**config.mk**
```make
export PLATFORM = sky130hd
export DESIGN_NAME = fb_video_capture
export DESIGN_NICKNAME = d
export VERILOG_FILES = /design/src/rtl/fb_video_capture.sv
export SDC_FILE = /design/constraint.sdc
export NUM_CORES = 1
export LEC_CHECK = 0
export CAP_MARGIN = 20
export CORE_MARGIN = 2
export CORE_UTILIZATION = 55
export DETAILED_ROUTE_END_ITERATION = 12
export PLACE_DENSITY = 0.72
export SYNTH_ARGS = -nofsm -noshare
export SYNTH_HDL_FRONTEND = slang
export SYNTH_SLANG_ARGS = --single-unit
```
**constraint.sdc**
```tcl
create_clock -name iCLK -period 2.5 [get_ports iCLK]
set_clock_uncertainty 0.15 [all_clocks]
set_input_delay 0.375 -clock iCLK [delete_from_list [all_inputs] [get_ports iCLK]]
set_output_delay 0.375 -clock iCLK [all_outputs]
set_load 0.005 [all_outputs]
```
**src/rtl/fb_video_capture.sv**
```systemverilog
// Captures RGB888 video (HS/VS/DE) and emits RGB555 framebuffer write words through a small FIFO.
// Build option: define FBCAP_ROUND_EN for saturating round-to-nearest colour reduction instead of truncation.
module fb_video_capture #(
  parameter int pHRES    = 1280,
  parameter int pVRES    = 720,
  parameter int pFIFO_AW = 4
) (
  input  logic        iCLK,
  input  logic        iRESETn,
  input  logic [7:0]  iRED,
  input  logic [7:0]  iGRN,
  input  logic [7:0]  iBLU,
  input  logic        iHS,
  input  logic        iVS,
  input  logic        iDE,
  output logic        oFB_START,
  output logic [14:0] oFB_DATA,
  output logic        oFB_DATAVALID,
  input  logic        iFB_READY,
  output logic        oOVERFLOW,
  output logic [7:0]  oFRAME_CNT
);

  localparam int HW    = $clog2(pHRES + 1);
  localparam int VW    = $clog2(pVRES + 1);
  localparam int DEPTH = 1 << pFIFO_AW;

  typedef enum logic [1:0] {SYNC_WAIT, ARMED, CAPTURE, DROP} CapState;

  function automatic logic [4:0] toFive(input logic [7:0] c8);
`ifdef FBCAP_ROUND_EN
    logic [8:0] sum;
    sum = {1'b0, c8} + 9'd4;
    return sum[8] ? 5'd31 : sum[7:3];
`else
    return c8[7:3];
`endif
  endfunction

  logic [7:0]  s1Red, s1Grn, s1Blu;
  logic        s1Vs, s1De, vsPrev, dePrev;
  logic        vsRise, deFall;
  CapState     state;
  logic [HW-1:0] pixCnt;
  logic [VW-1:0] lineCnt;
  logic        inWindow, startPix, capPix, pushReq, pushOk, pop;
  logic [14:0] pixWord;
  logic [15:0] fifoMem [DEPTH];
  logic [pFIFO_AW:0] wrPtr, rdPtr;
  logic        fifoEmpty, fifoFull;

  // Single input register stage; the delayed copies give VS rise / DE fall detection on S1
  always_ff @(posedge iCLK or negedge iRESETn) begin
    if (!iRESETn) begin
      s1Red  <= '0;
      s1Grn  <= '0;
      s1Blu  <= '0;
      s1Vs   <= 1'b0;
      s1De   <= 1'b0;
      vsPrev <= 1'b0;
      dePrev <= 1'b0;
    end else begin
      s1Red  <= iRED;
      s1Grn  <= iGRN;
      s1Blu  <= iBLU;
      s1Vs   <= iVS;
      s1De   <= iDE;
      vsPrev <= s1Vs;
      dePrev <= s1De;
    end
  end

  assign vsRise  = s1Vs && !vsPrev;
  assign deFall  = dePrev && !s1De;
  assign pixWord = {toFive(s1Red), toFive(s1Grn), toFive(s1Blu)};

  assign fifoEmpty     = (wrPtr == rdPtr);
  assign fifoFull      = (wrPtr[pFIFO_AW] != rdPtr[pFIFO_AW]) &&
                         (wrPtr[pFIFO_AW-1:0] == rdPtr[pFIFO_AW-1:0]);
  assign oFB_DATAVALID = !fifoEmpty;
  assign {oFB_START, oFB_DATA} = fifoMem[rdPtr[pFIFO_AW-1:0]];
  assign pop           = oFB_DATAVALID && iFB_READY;

  // A VS rise coinciding with a DE pixel makes that pixel the frame's start pixel
  always_comb begin
    inWindow = (pixCnt < HW'(pHRES)) && (lineCnt < VW'(pVRES));
    startPix = s1De && (vsRise || (state == ARMED));
    capPix   = s1De && !vsRise && (state == CAPTURE) && inWindow;
    pushReq  = startPix || capPix;
    pushOk   = pushReq && (!fifoFull || pop);
  end

  always_ff @(posedge iCLK or negedge iRESETn) begin
    if (!iRESETn) begin
      state      <= SYNC_WAIT;
      pixCnt     <= '0;
      lineCnt    <= '0;
      oOVERFLOW  <= 1'b0;
      oFRAME_CNT <= '0;
    end else if (startPix) begin
      oFRAME_CNT <= oFRAME_CNT + 8'd1;
      lineCnt    <= '0;
      if (pushOk) begin
        oOVERFLOW <= 1'b0;
        pixCnt    <= HW'(1);
        state     <= CAPTURE;
      end else begin
        oOVERFLOW <= 1'b1;
        pixCnt    <= '0;
        state     <= DROP;
      end
    end else if (vsRise) begin
      state   <= ARMED;
      pixCnt  <= '0;
      lineCnt <= '0;
    end else if (state == CAPTURE) begin
      if (capPix) begin
        if (pushOk) begin
          pixCnt <= pixCnt + HW'(1);
        end else begin
          oOVERFLOW <= 1'b1;
          state     <= DROP;
        end
      end else if (deFall) begin
        pixCnt <= '0;
        if (lineCnt < VW'(pVRES)) lineCnt <= lineCnt + VW'(1);
      end
    end
  end

  // Extra pointer MSB separates full from empty; a push into a full FIFO rides on a same-cycle pop
  always_ff @(posedge iCLK or negedge iRESETn) begin
    if (!iRESETn) begin
      wrPtr <= '0;
      rdPtr <= '0;
      for (int i = 0; i < DEPTH; i++) fifoMem[i] <= '0;
    end else begin
      if (pushOk) begin
        fifoMem[wrPtr[pFIFO_AW-1:0]] <= {startPix, pixWord};
        wrPtr <= wrPtr + 1'b1;
      end
      if (pop) rdPtr <= rdPtr + 1'b1;
    end
  end

endmodule
```
==> results.yml <==
logic_synthesis:
  synth_seq_area_share_pct: 55.2
  synthArstFlopShare_pct: 100
  ys_ff_latch: 317
  netlist_instances: 916
  yosysTopAreaCell: "dfrtp_1"
  synth.top_cells.by_area: "dfrtp_1, mux2_2, mux4_2, mux2_4, xor2_1"
  synth_ff_type: "dfrtp_1"
  synth_area_um2: 14400
  yosys.area.top_type_share_pct: 55.2
  synth_edf_count: 0
  avgSynthCellArea_um2: 15.7
  ys_types: 50
  synth_nets: 954
  yosys_warnings: 0
layout:
  drive_gt1_share_pct: 52.1
  final_area_um2: 18500
  area_growth_syn_to_layout_pct: 29.0
  diodes: 0
  nNetsFinal: 1085
route:
  vias_per_cell: 6.05
  wl_mm: 35.2
  drt_iter0_drc: 632
  detail-route-antenna-nets: 0
  firstDrtPassIters: 6
  route.detailed.drc: 0
  drt-wirelength-per-cell_um: 25.0
  wl_met2_mm: 17.0
  vias: 8518
  wl_met1_mm: 14.9
  highest_layer: "met4"
  wl_met3_mm: 1.83
timing:
  worst_pin_slew_ns: 0.623
  min_period_ns: 3.02
  rsz0062_at_grt: "yes"
  timing.final.ws_setup_ns: -0.523
  relSlewSlack_pct: 58.1
  fmax_mhz: 331
  hold_viol_final: 0
  period_share_pct: 121
  whs_ns: 0.133
  finalMaxSlewViolations: 0
  finalSetupViolCount: 274
run:
  maxCapViolCount: 0
worst_setup_path:
  crit_end: "oFB_DATA[8]"
  crit_path_start_kind: "flop"
  r2r_cells: 11
  arrival_ns: 2.50
  worstReg2RegEnd: "fifoMem[223]"
  endpoint_kind: "output port"
  critPathRequiredTime_ns: 1.98
  path_max_fanout: 7
  crit_type: "flop to output port"
  worstSetupStartpoint: "rdPtr[0]"
  r2r_slack_ns: -0.28
  worstReg2RegStart: "rdPtr[0]"
clock_tree:
  cts_root_buffer: "clkbuf_16"
  clk_path_buf_depth: 3
  cts_tree: "built"
  numCtsBuffers: 35
  htree_levels: 2
  clk_pin_slew_ns: 0.06
  insertion_delay_ns: 0.54
  cts_sinks: 317
floorplan:
  die-area_um2: 27400
  dieHeight_um: 166
  start_util_pct: 55.6
  io_pins: 56
  fp.dieW_um: 166
  fp-row-count: 59
  core_um2: 25800
power_and_ir_drop:
  p_leak_uw: 0.00848
  powerDensity_nw_per_um2: 1200
  irDropWorstVdd_mv: 0.706
worst_hold_path:
  worstHoldPathType: "input port to flop"
global_route:
  grt_first_pass_wirelength_mm: 56.7
  grt_pass1_vias: 9431
  overflow: 0
  grt_max_degree: 78
  antenna_found_initial: 0
  track_usage_pct: 26.7
place:
  numPortBuffers: 45
  hpwl_mm: 19.3
  place_area_um2: 15800
  gp_congestion: 0.786
status:
  status: "finished with violations"
  violations: "setup timing"
repair_timing:
| action | in CTS | in global routing |
|---|---|---|
| pin swaps | 7 | 9 |
| endpoints found under the hold margin | 63 | 0 |
| hold buffers | 1 | 0 |
| buffers inserted | 28 | 6 |
| resized for setup | 320 | 45 |
| setup endpoints to repair | 281 | 280 |
| cloned | 16 | 2 |
layout make-up:
| cell class | count | area [um^2] |
|---|---|---|
| clock buffer | 48 | 976 |
| clock inverter | 16 | 248 |
| fill | 1543 | 7290 |
| inverter | 6 | 22.5 |
| multi-input combinational | 526 | 6800 |
| sequential | 317 | 7940 |
| tap | 335 | 419 |
| timing repair buffer | 161 | 2140 |
state kept, by name (all words and copies together), names as in the netlist, 2 cells and up:
register and count:
fifoMem 256, pixCnt 11, lineCnt 10, oFRAME_CNT 8, rdPtr 5, s1Blu 5
s1Grn 5, s1Red 5, wrPtr 5, state 2
how the worst min path moves through the flow:
stage | from | endpoint | cells after the start
floorplan | iRESETn | dePrev | 0
global placement | iRESETn | oFRAME_CNT[3] | 1
detailed placement | iRESETn | oFRAME_CNT[4] | 1
CTS | iGRN[5] | s1Grn[5] | 1
global route | iRED[6] | s1Red[6] | 1
finish | iGRN[5] | s1Grn[5] | 1
stage by stage:
stage	util, %	cells	setup WS [ns]	power, uW	TNS [ns]
final	71.8	1409	-0.523	22300	-53.18
after CTS	72.0	1416	-0.598	22300	-41.48
after global routing	71.8	1409	-0.557	23400	-67.56
after global placement	61.1	1308	-0.340	15000	-44.69
after detailed placement	61.1	1308	-0.357	15200	-55.56
after floorplan	-	916	0.0120	12700	0
kinds of logic (layout without fill, tap and decap cells):
logic type / Yosys count / count (layout) / synth area share (%)
mux: 338 / 338 / 33.0
compound gates: 39 / 39 / 1.96
fa+ha+maj: 8 / 8 / 0.696
buf+inv: 74 / 231 / 2.79
flops: 317 / 317 / 55.2
simple gates: 112 / 113 / 4.66
xor+xnor: 28 / 28 / 1.71
cell usage after synthesis, types with 2 or more instances:
library cell and count:
a22o_1 2, or3_1 2, nand3_1 15, xor2_1 16, mux2_4 10, and4_1 2
xnor2_1 12, buf_4 10, o31ai_1 6, and3_1 14, ha_1 8, nand3_4 4
nor2_1 15, mux4_2 80, clkbuf_1 25, dfrtp_1 317, o22ai_1 2, buf_6 6
mux2_2 248, a21oi_1 10, nor2b_1 5, nor2_2 4, or4_1 6, buf_2 20
and2_1 2, nor4_1 2, nand4_1 11, buf_1 6, nand2_1 25, o21a_1 2
o21ai_0 5, inv_1 6
worst max-delay path, cell delays in order (launching register included):
cell and delay (ns):
dfrtp_4 0.50, buf_12 0.15, buf_16 0.13, mux4_2 0.50, mux4_2 0.54, buf_6 0.15
cells in the final DEF, fill, tap and decap left out, drive strengths merged, types with 6 or more instances in the layout:
cell / count
dfrtp: 317
mux2: 258
buf: 130
mux4: 80
clkbuf: 51
clkdlybuf4s50: 27
nand2: 25
nor2: 19
nand3: 19
xor2: 16
and3: 16
xnor2: 12
nand4: 12
a21oi: 10
ha: 8
clkinv: 8
inv: 7
o31ai: 6
bufinv: 6
o21ai: 6
or4: 6
metal layers:
layer | global-route usage [%] | up-vias
li1 | - | 3673
met1 | 36.4 | 4516
met2 | 42.4 | 226
met3 | 5.45 | 103
met4 | 11.4 | 0
met5 | 0 | -
where the power goes:
group / internal, uW / leakage [uW] / total, uW / switching, uW
clock: 3370 / 0.000600 / 5460 / 2090
sequential: 6930 / 0.00409 / 8100 / 1170
combinational: 5600 / 0.00379 / 8760 / 3160
total: 15900 / 0.00848 / 22300 / 6420
Note: power is estimated with default switching activity, not from simulation.
